==> src/rtl/control_unit_pkg.sv <==
// Shared constants for the 8-bit computer control unit: opcodes, ALU and bus select codes, states.
// The HLT state exists only when CU_HALT_EN is defined.
package control_unit_pkg;

  localparam int unsigned OP_W    = 8;
  localparam int unsigned ALU_W   = 3;
  localparam int unsigned BUS_W   = 2;
  localparam int unsigned STATE_W = 5;

  localparam logic [OP_W-1:0] OP_LDA_IMM = 8'h86;
  localparam logic [OP_W-1:0] OP_LDA_DIR = 8'h87;
  localparam logic [OP_W-1:0] OP_LDB_IMM = 8'h88;
  localparam logic [OP_W-1:0] OP_LDB_DIR = 8'h89;
  localparam logic [OP_W-1:0] OP_STA_DIR = 8'h96;
  localparam logic [OP_W-1:0] OP_STB_DIR = 8'h97;
  localparam logic [OP_W-1:0] OP_ADD_AB  = 8'h42;
  localparam logic [OP_W-1:0] OP_SUB_AB  = 8'h43;
  localparam logic [OP_W-1:0] OP_AND_AB  = 8'h44;
  localparam logic [OP_W-1:0] OP_OR_AB   = 8'h45;
  localparam logic [OP_W-1:0] OP_INCA    = 8'h46;
  localparam logic [OP_W-1:0] OP_INCB    = 8'h47;
  localparam logic [OP_W-1:0] OP_DECA    = 8'h48;
  localparam logic [OP_W-1:0] OP_DECB    = 8'h49;
  localparam logic [OP_W-1:0] OP_BRA     = 8'h20;
  localparam logic [OP_W-1:0] OP_BMI     = 8'h21;
  localparam logic [OP_W-1:0] OP_BPL     = 8'h22;
  localparam logic [OP_W-1:0] OP_BEQ     = 8'h23;
  localparam logic [OP_W-1:0] OP_BNE     = 8'h24;
  localparam logic [OP_W-1:0] OP_BVS     = 8'h25;
  localparam logic [OP_W-1:0] OP_BVC     = 8'h26;
  localparam logic [OP_W-1:0] OP_BCS     = 8'h27;
  localparam logic [OP_W-1:0] OP_BCC     = 8'h28;
  localparam logic [OP_W-1:0] OP_HALT    = 8'hFF;

  localparam logic [ALU_W-1:0] ALU_ADD  = 3'b000;
  localparam logic [ALU_W-1:0] ALU_SUB  = 3'b001;
  localparam logic [ALU_W-1:0] ALU_AND  = 3'b010;
  localparam logic [ALU_W-1:0] ALU_OR   = 3'b011;
  localparam logic [ALU_W-1:0] ALU_INCA = 3'b100;
  localparam logic [ALU_W-1:0] ALU_DECA = 3'b101;
  localparam logic [ALU_W-1:0] ALU_INCB = 3'b110;
  localparam logic [ALU_W-1:0] ALU_DECB = 3'b111;

  localparam logic [BUS_W-1:0] BUS1_PC   = 2'b00;
  localparam logic [BUS_W-1:0] BUS1_A    = 2'b01;
  localparam logic [BUS_W-1:0] BUS1_B    = 2'b10;
  localparam logic [BUS_W-1:0] BUS2_ALU  = 2'b00;
  localparam logic [BUS_W-1:0] BUS2_BUS1 = 2'b01;
  localparam logic [BUS_W-1:0] BUS2_MEM  = 2'b10;

  // LI = immediate load, LD = direct load, ST = direct store, BT/BN = branch taken/not taken
  typedef enum logic [STATE_W-1:0] {
    S_F0, S_F1, S_F2, S_D3,
    S_LI4, S_LI5, S_LI6,
    S_LD4, S_LD5, S_LD6, S_LD7, S_LD8,
    S_ST4, S_ST5, S_ST6, S_ST7,
    S_ALU4,
    S_BT4, S_BT5, S_BT6,
    S_BN4
`ifdef CU_HALT_EN
    , S_HLT
`endif
  } state_t;

  function automatic logic [ALU_W-1:0] alu_sel_of(input logic [OP_W-1:0] op);
    case (op)
      OP_SUB_AB: return ALU_SUB;
      OP_AND_AB: return ALU_AND;
      OP_OR_AB:  return ALU_OR;
      OP_INCA:   return ALU_INCA;
      OP_DECA:   return ALU_DECA;
      OP_INCB:   return ALU_INCB;
      OP_DECB:   return ALU_DECB;
      default:   return ALU_ADD;
    endcase
  endfunction

endpackage

==> src/rtl/control_unit_branch_cond.sv <==
// Branch condition evaluator: low opcode nibble selects a test on the NZVC flags.
module control_unit_branch_cond (
  input  logic [3:0] cond,
  input  logic [3:0] nzvc,
  output logic       taken_c
);

  always_comb begin
    taken_c = 1'b0;
    case (cond)
      4'h0: taken_c = 1'b1;
      4'h1: taken_c = nzvc[3];
      4'h2: taken_c = ~nzvc[3];
      4'h3: taken_c = nzvc[2];
      4'h4: taken_c = ~nzvc[2];
      4'h5: taken_c = nzvc[1];
      4'h6: taken_c = ~nzvc[1];
      4'h7: taken_c = nzvc[0];
      4'h8: taken_c = ~nzvc[0];
      default: taken_c = 1'b0;
    endcase
  end

endmodule

==> src/rtl/control_unit.sv <==
// Instruction-sequencing FSM for the 8-bit computer; Moore outputs decoded from state and IR.
// Optional HALT opcode enabled by defining CU_HALT_EN.
module control_unit
  import control_unit_pkg::*;
(
  input  logic             Clk,
  input  logic             Reset,
  input  logic [OP_W-1:0]  IR,
  input  logic [3:0]       CCR_Result,
  output logic             IR_Load,
  output logic             MAR_Load,
  output logic             PC_Load,
  output logic             PC_Inc,
  output logic             A_Load,
  output logic             B_Load,
  output logic             CCR_Load,
  output logic [BUS_W-1:0] Bus1_Sel,
  output logic [BUS_W-1:0] Bus2_Sel,
  output logic [ALU_W-1:0] ALU_Sel,
  output logic             write,
  output logic             halted
);

  state_t state, state_nx;
  logic   br_taken_c;

  control_unit_branch_cond u_branch_cond (
    .cond    (IR[3:0]),
    .nzvc    (CCR_Result),
    .taken_c (br_taken_c)
  );

  always_ff @(posedge Clk or negedge Reset) begin
    if (!Reset) state <= S_F0;
    else        state <= state_nx;
  end

  always_comb begin
    state_nx = state;
    case (state)
      S_F0:  state_nx = S_F1;
      S_F1:  state_nx = S_F2;
      S_F2:  state_nx = S_D3;
      S_D3: begin
        case (IR)
          OP_LDA_IMM, OP_LDB_IMM: state_nx = S_LI4;
          OP_LDA_DIR, OP_LDB_DIR: state_nx = S_LD4;
          OP_STA_DIR, OP_STB_DIR: state_nx = S_ST4;
          OP_ADD_AB, OP_SUB_AB, OP_AND_AB, OP_OR_AB,
          OP_INCA, OP_DECA, OP_INCB, OP_DECB: state_nx = S_ALU4;
          OP_BRA, OP_BMI, OP_BPL, OP_BEQ, OP_BNE,
          OP_BVS, OP_BVC, OP_BCS, OP_BCC: state_nx = br_taken_c ? S_BT4 : S_BN4;
`ifdef CU_HALT_EN
          OP_HALT: state_nx = S_HLT;
`endif
          default: state_nx = S_F0;
        endcase
      end
      S_LI4: state_nx = S_LI5;
      S_LI5: state_nx = S_LI6;
      S_LD4: state_nx = S_LD5;
      S_LD5: state_nx = S_LD6;
      S_LD6: state_nx = S_LD7;
      S_LD7: state_nx = S_LD8;
      S_ST4: state_nx = S_ST5;
      S_ST5: state_nx = S_ST6;
      S_ST6: state_nx = S_ST7;
      S_BT4: state_nx = S_BT5;
      S_BT5: state_nx = S_BT6;
`ifdef CU_HALT_EN
      S_HLT: state_nx = S_HLT;
`endif
      default: state_nx = S_F0;
    endcase
  end

  // Reset gates the decode so every output is idle while Reset is low, even though state is F0.
  always_comb begin
    IR_Load  = 1'b0;
    MAR_Load = 1'b0;
    PC_Load  = 1'b0;
    PC_Inc   = 1'b0;
    A_Load   = 1'b0;
    B_Load   = 1'b0;
    CCR_Load = 1'b0;
    Bus1_Sel = BUS1_PC;
    Bus2_Sel = BUS2_ALU;
    ALU_Sel  = ALU_ADD;
    write    = 1'b0;
`ifdef CU_HALT_EN
    halted   = 1'b0;
`endif
    if (Reset) begin
      case (state)
        S_F0, S_LI4, S_LD4, S_ST4, S_BT4: begin
          Bus1_Sel = BUS1_PC;
          Bus2_Sel = BUS2_BUS1;
          MAR_Load = 1'b1;
        end
        S_F1, S_LI5, S_LD5, S_ST5, S_BN4: PC_Inc = 1'b1;
        S_F2: begin
          Bus2_Sel = BUS2_MEM;
          IR_Load  = 1'b1;
        end
        S_LI6, S_LD8: begin
          Bus2_Sel = BUS2_MEM;
          A_Load   = (IR == OP_LDA_IMM) || (IR == OP_LDA_DIR);
          B_Load   = (IR == OP_LDB_IMM) || (IR == OP_LDB_DIR);
        end
        S_LD6, S_ST6: begin
          Bus2_Sel = BUS2_MEM;
          MAR_Load = 1'b1;
        end
        S_ST7: begin
          Bus1_Sel = (IR == OP_STA_DIR) ? BUS1_A : BUS1_B;
          write    = 1'b1;
        end
        S_ALU4: begin
          Bus1_Sel = BUS1_A;
          Bus2_Sel = BUS2_ALU;
          ALU_Sel  = alu_sel_of(IR);
          CCR_Load = 1'b1;
          B_Load   = (IR == OP_INCB) || (IR == OP_DECB);
          A_Load   = ~((IR == OP_INCB) || (IR == OP_DECB));
        end
        S_BT6: begin
          Bus2_Sel = BUS2_MEM;
          PC_Load  = 1'b1;
        end
`ifdef CU_HALT_EN
        S_HLT: halted = 1'b1;
`endif
        default: ;
      endcase
    end
  end

`ifndef CU_HALT_EN
  assign halted = 1'b0;
`endif

endmodule

==> config.mk <==
export PLATFORM = sky130hd
export DESIGN_NAME = control_unit
export DESIGN_NICKNAME = d
export VERILOG_FILES = /design/src/rtl/control_unit_pkg.sv /design/src/rtl/control_unit_branch_cond.sv /design/src/rtl/control_unit.sv
export SDC_FILE = /design/constraint.sdc
export NUM_CORES = 1
export LEC_CHECK = 0
export CAP_MARGIN = 20
export CORE_MARGIN = 5
export CORE_UTILIZATION = 30
export DETAILED_ROUTE_END_ITERATION = 12
export GPL_ROUTABILITY_DRIVEN = 0
export SLEW_MARGIN = 20
export SYNTH_ARGS = -nofsm -noshare
export SYNTH_HDL_FRONTEND = slang
export SYNTH_HIERARCHICAL = 1
export SYNTH_SLANG_ARGS = --single-unit
==> constraint.sdc <==
create_clock -name Clk -period 2.3 [get_ports Clk]
set_input_delay 0.46 -clock Clk [delete_from_list [all_inputs] [get_ports Clk]]
set_output_delay 0.46 -clock Clk [all_outputs]
set_load 0.03 [all_outputs]
==> run summary, run 1 <==
Final TNS setup: 0 ns
Largest net degree at the start of global routing: 22
Synthesized area: 966 um2
DRC: 0
Placeable Area: 0.00308 mm2
Ys flop type: dfrtp_1
Cells after DPL: 200
Post-synth EDFFs: 0
Registers with the most flip-flops: state (5)
Hold crit path type: in -> async
I/O Buffers: 28
Vias in the first global route: 1068
Total grt overflow: 0
Initial DRC count: 62
GRT Util Overall: 0.135
Clock sinks: 5
Clock Tree Root: clkbuf_4
Max Root-Sink Buffers: 2
Post-Syn Nets: 131
Most flops, register: state
CTS tree: built
Met2 Routed Length: 1.49 mm
Drt total wl: 2.92 mm
Met1 WL: 1.33 mm
Clock buffer count from CTS: 3
DR WL/cell: 14.2 um
Antenna diodes: 0
Sequential area share after synthesis: 0.130
Net count, final: 176
Met3 wire length: 106 um
Synth top area share: 0.130
Status: complete, no violations
Antenna Nets Post-Route: 0
Max Freq: 0.449 GHz
Worst R2R Start: state[1]$_DFF_PN0_
Post-synth top cells: inv_1, o211ai_1, buf_4, dfrtp_1, nand3b_1
Synth unique cells: 55
Final instance count without filler cells: 205
Fin Hold WS: 0.531 ns
Die width: 66.7 um
Max-slew violations: 0
Minimum clock period: 2.23 ns
CP required: 1.84 ns
CP startpoint kind: input pin
Top post-synthesis cells by area: dfrtp_1, o211ai_1, buf_4
Mean Syn Cell Area: 8.26 um2
Initial cell density of the core: 0.314
Clk_lat worst skew: 0.24 ns
RSZ-0062 raised after global routing: false
Die Footprint: 0.00445 mm2
Vias per cell: 5.23
Leak: 0.581 nW
Number of iterations in the first detailed-routing pass: 4
Max reg flops: 5
Final setup fails: 0
Ys async rst share: 1.00
Crit path from: IR[0]
Die Y-Extent: 66.7 um
Layout fillers: 316
Area leader, netlist: dfrtp_1
First-pass GRT wire length: 4.82 mm
Clock transition at path regs: 0.05 ns
Final HPWL DP: 2.31 mm
Final hold vios: 0
Core Rows: 20
FF+latch count, synth: 5
Peak VDD IR: 0.415 mV
Cell Pwr Density: 625 mW/mm2
Area growth, synth to finish: 43.9%
Initial antenna violation count: 0
Mapped Cells: 117
Layout cell share with drive strength beyond 1: 0.391
Setup crit end kind: output pin
Via count: 1072
Clk_skew: 0.00623 ns
Critical path type: in -> out
Warnings, synthesis: 6
Worst Path Arrival: 1.77 ns
CP Max Fanout: 5
I/O Pins: 30
Max cap viols: 0
Final period utilization: 0.968
H-tree depth: 1
Max layer used: met3
cell type report:
type	count	area (um2)	share of cell area
clock inverters	1	5.00	0.00360
clock buffers	3	22.5	0.0162
well taps	44	55.1	0.0396
flip-flops and latches	5	129	0.0927
repair buffers	51	407	0.293
multi-input cells	92	738	0.531
inverters	9	33.8	0.0243
repair_timing:
| item | 4_1_cts | 5_1_grt |
|---|---|---|
| endpoints found under the setup margin | 7 | 5 |
| endpoints found under the hold margin | 0 | 0 |
| hold buffers | 0 | 0 |
| buffers inserted | 0 | 1 |
| gates resized for setup | 7 | 5 |
| pin swaps | 4 | 0 |
path summary, 6_finish.rpt:
check | to | cells after the start | slack [ns]
worst max register to register | state[2]$_DFF_PN0_ | 4 | 0.79
worst min-delay path | state[1]$_DFF_PN0_ | 2 | 0.53
worst min register to register | state[3]$_DFF_PN0_ | 2 | 0.69
max in group asynchronous | state[0]$_DFF_PN0_ | 2 | 1.61
min in group Clk | state[3]$_DFF_PN0_ | 2 | 0.69
worst max-delay path | A_Load | 5 | 0.07
per-stage QoR:
step	total power [mW]	setup WS (ns)	cell area, um2	util
floorplan	0.615	0.138	966	-
global placement	0.746	-0.0472	1350	0.439
detailed placement	0.761	-0.0656	1350	0.439
CTS	0.864	0.0463	1370	0.445
global route	0.943	0.00332	1390	0.452
finish	0.869	0.0731	1390	0.452
worst max-delay path, stage by stage:
cell             delay (ns)
clkdlybuf4s50_1        0.49
and4bb_2               0.30
o21a_1                 0.17
o22ai_1                0.15
buf_4                  0.19
where the power goes:
part           switching [mW]  internal (mW)
registers              0.0982          0.117
logic                   0.286          0.267
clock network          0.0374         0.0630
routing by layer:
| layer | up-vias | track usage |
|---|---|---|
| met4 | 0 | 0.0279 |
| met3 | 0 | 0.0152 |
| met2 | 24 | 0.234 |
| met5 | - | 0 |
| met1 | 506 | 0.179 |
| li1 | 542 | - |
cell families (layout without fill, tap and decap cells):
| family | count (synthesis) | after routing | synth area share |
|---|---|---|---|
| compound gates | 38 | 38 | 0.288 |
| xor+xnor | 2 | 2 | 0.0181 |
| buf+inv | 20 | 64 | 0.117 |
| flops | 5 | 5 | 0.130 |
| mux | 3 | 3 | 0.0453 |
| other cells | 1 | 1 | 0.00388 |
| simple gates | 48 | 48 | 0.399 |
cells in the final DEF (no fill, tap or decap), types with 2 or more instances in the layout:
master and instances:
buf_4 38, o21ai_0 2, o21a_1 4, clkdlybuf4s50_1 6, dfrtp_1 2, a21oi_1 4, nand2_1 4, nand3b_1 5
xor2_1 2, clkbuf_4 3, inv_2 2, nor2b_1 4, o211ai_1 7, nor3b_1 4, nand4b_1 2, nor4b_2 2
o2111ai_1 2, inv_1 7, a31oi_1 2, o21ai_1 2, o22ai_1 4, dlygate4sd2_1 7, o31ai_2 2, nand3_1 3
nor2_1 4, dfrtp_2 3, and3b_1 4
(Power assumes the default switching activity.)
==> run 2: changes to the inputs <==
--- a/config.mk
+++ b/config.mk
@@ -5,7 +5,7 @@
 export SDC_FILE = /design/constraint.sdc
 export NUM_CORES = 1
 export LEC_CHECK = 0
-export CAP_MARGIN = 20
+export CAP_MARGIN = 40
 export CORE_MARGIN = 5
 export CORE_UTILIZATION = 30
 export DETAILED_ROUTE_END_ITERATION = 12
==> results of run 2 <==
Final layout, timing and power as in run 1 (identical DEF).
==> run 3: changes to the inputs <==
--- a/config.mk
+++ b/config.mk
@@ -7,10 +7,9 @@
 export LEC_CHECK = 0
 export CAP_MARGIN = 40
 export CORE_MARGIN = 5
-export CORE_UTILIZATION = 30
+export CORE_UTILIZATION = 25
 export DETAILED_ROUTE_END_ITERATION = 12
 export GPL_ROUTABILITY_DRIVEN = 0
-export SLEW_MARGIN = 20
 export SYNTH_ARGS = -nofsm -noshare
 export SYNTH_HDL_FRONTEND = slang
 export SYNTH_HIERARCHICAL = 1
==> run summary, run 3 (synthesized netlist as in run 1, its figures left out) <==
Total grt overflow: 0
Vias in the first global route: 1106
Final setup fails: 0
Peak VDD IR: 0.190 mV
Largest net degree at the start of global routing: 22
Core Rows: 22
Initial antenna violation count: 0
CP Depth: 5
Worst-path cell chain: clkdlybuf4s50_1, and3b_1, nand4_1, o21ba_2, buf_4
Drt total wl: 2.97 mm
First-pass GRT wire length: 5.14 mm
Antenna diodes: 0
Area growth, synth to finish: 42.6%
Worst rel slew slack: 0.639
Hold_buf cts: 0
Fin Hold WS: 0.615 ns
Footprint of the multi-input gates: 742 um2
CTS tree: built
Initial DRC count: 89
Worst R2R Start: state[0]$_DFF_PN0_
Cell Pwr Density: 652 mW/mm2
H-tree depth: 1
Hold crit path type: in -> async
Max-slew violations: 0
Layout fillers: 417
Largest delay contributor family on the critical path: buffers and inverters
R2r setup slk: 0.80 ns
Clock Tree Root: clkbuf_8
Final hold vios: 0
Crit path from: Reset
Antenna Nets Post-Route: 0
Worst Setup EP: Bus1_Sel[1]
Most flops, register: state
RSZ-0062 raised after global routing: false
Post-layout util: 0.371
R2r worst-path depth: 3
RR Endpoint: state[2]$_DFF_PN0_
CP Max Fanout: 3
Registers with the most flip-flops: state (5)
Initial cell density of the core: 0.260
DRC: 0
Buf/Inv on CP: 2
Final period utilization: 0.973
Worst path max stage delay: 0.51 ns
Placeable Area: 0.00372 mm2
Postcts setup bufs: 0
Leak: 0.581 nW
GRT Util Overall: 0.120
Place WS: -0.0652 ns
Final HPWL DP: 2.35 mm
I/O Pins: 30
Status: complete, no violations
CP required: 1.84 ns
Critical-path top delay cell: clkdlybuf4s50_1
Setup crit end kind: output pin
Die Footprint: 0.00521 mm2
Clock transition at path regs: 0.04 ns
Clock buffer count from CTS: 3
Clk_skew: 0.000881 ns
I/O Buffers: 28
Max cap viols: 0
Clock sinks: 5
Worst Slack Setup Final: 0.0629 ns
Via count: 1087
Clk_lat worst skew: 0.22 ns
Tightest Pin Transition: 0.542 ns
Commonest non-fill, non-tap cell in the layout: buf_4
Layout cell share with drive strength beyond 1: 0.355
Die Y-Extent: 72.2 um
Net count, final: 170
Worst Path Arrival: 1.78 ns
Number of iterations in the first detailed-routing pass: 4
DR WL/cell: 14.6 um
Max reg flops: 5
Highest-count cells in the layout ignoring fill and taps: buf_4, o211ai_1, inv_1
Die width: 72.2 um
CP startpoint kind: input pin
Minimum clock period: 2.24 ns
Critical path type: in -> out
Storage cell area: 128 um2
Max Freq: 0.447 GHz
Max Root-Sink Buffers: 2
Vias per cell: 5.35
[run 3: cell type report]
cell class,count,area share
repair buffers,45,0.267
clock buffers,3,0.0300
clock inverters,1,0.00363
well taps,48,0.0436
flip-flops and latches,5,0.0926
inverters,9,0.0245
multi-input cells,92,0.539
[run 3: report_power, final]
group          internal, mW  switching, mW
Clock                 0.117         0.0481
Combinational         0.247          0.264
Sequential            0.114          0.108
[run 3: worst reg2reg max path, cell delays in order (launching register included)]
cell      delay, ns
dfrtp_1        0.67
and4bb_4       0.36
nand2_1        0.09
o311ai_1       0.28
[run 3: what timing repair did]
| item | 4_1_cts | 5_1_grt |
|---|---|---|
| pin swaps | 2 | 1 |
| setup endpoints to repair | 6 | 8 |
| resized for setup | 7 | 5 |
[run 3: metal layers]
metal / part of all wire / GRT usage / vias to the layer above
met5: 0 / 0 / -
met4: 0.018 / 0.0397 / 0
met3: 0.039 / 0.0277 / 9
met2: 0.49 / 0.200 / 18
met1: 0.45 / 0.151 / 531
li1: - / - / 529
[run 3: per-stage QoR]
step	TNS [ns]	power, mW	cell area, um2	instances
2_1_floorplan	0	0.615	966	117
3_3_place_gp	-0.135	0.724	1320	199
3_5_place_dp	-0.251	0.732	1320	199
4_1_cts	0	0.899	1370	203
5_1_grt	0	0.974	1380	203
6_report	0	0.898	1380	203
[run 3: worst min-delay path by stage]
stage                     slack, ns                  to          startpoint
after floorplan                0.16  state[0]$_DFF_PN0_               Reset
after global placement         0.75  state[1]$_DFF_PN0_  state[4]$_DFF_PN0_
after detailed placement       0.76  state[1]$_DFF_PN0_  state[4]$_DFF_PN0_
after CTS                      0.61  state[3]$_DFF_PN0_               Reset
after global routing           0.62  state[2]$_DFF_PN0_               Reset
final                          0.61  state[2]$_DFF_PN0_               Reset
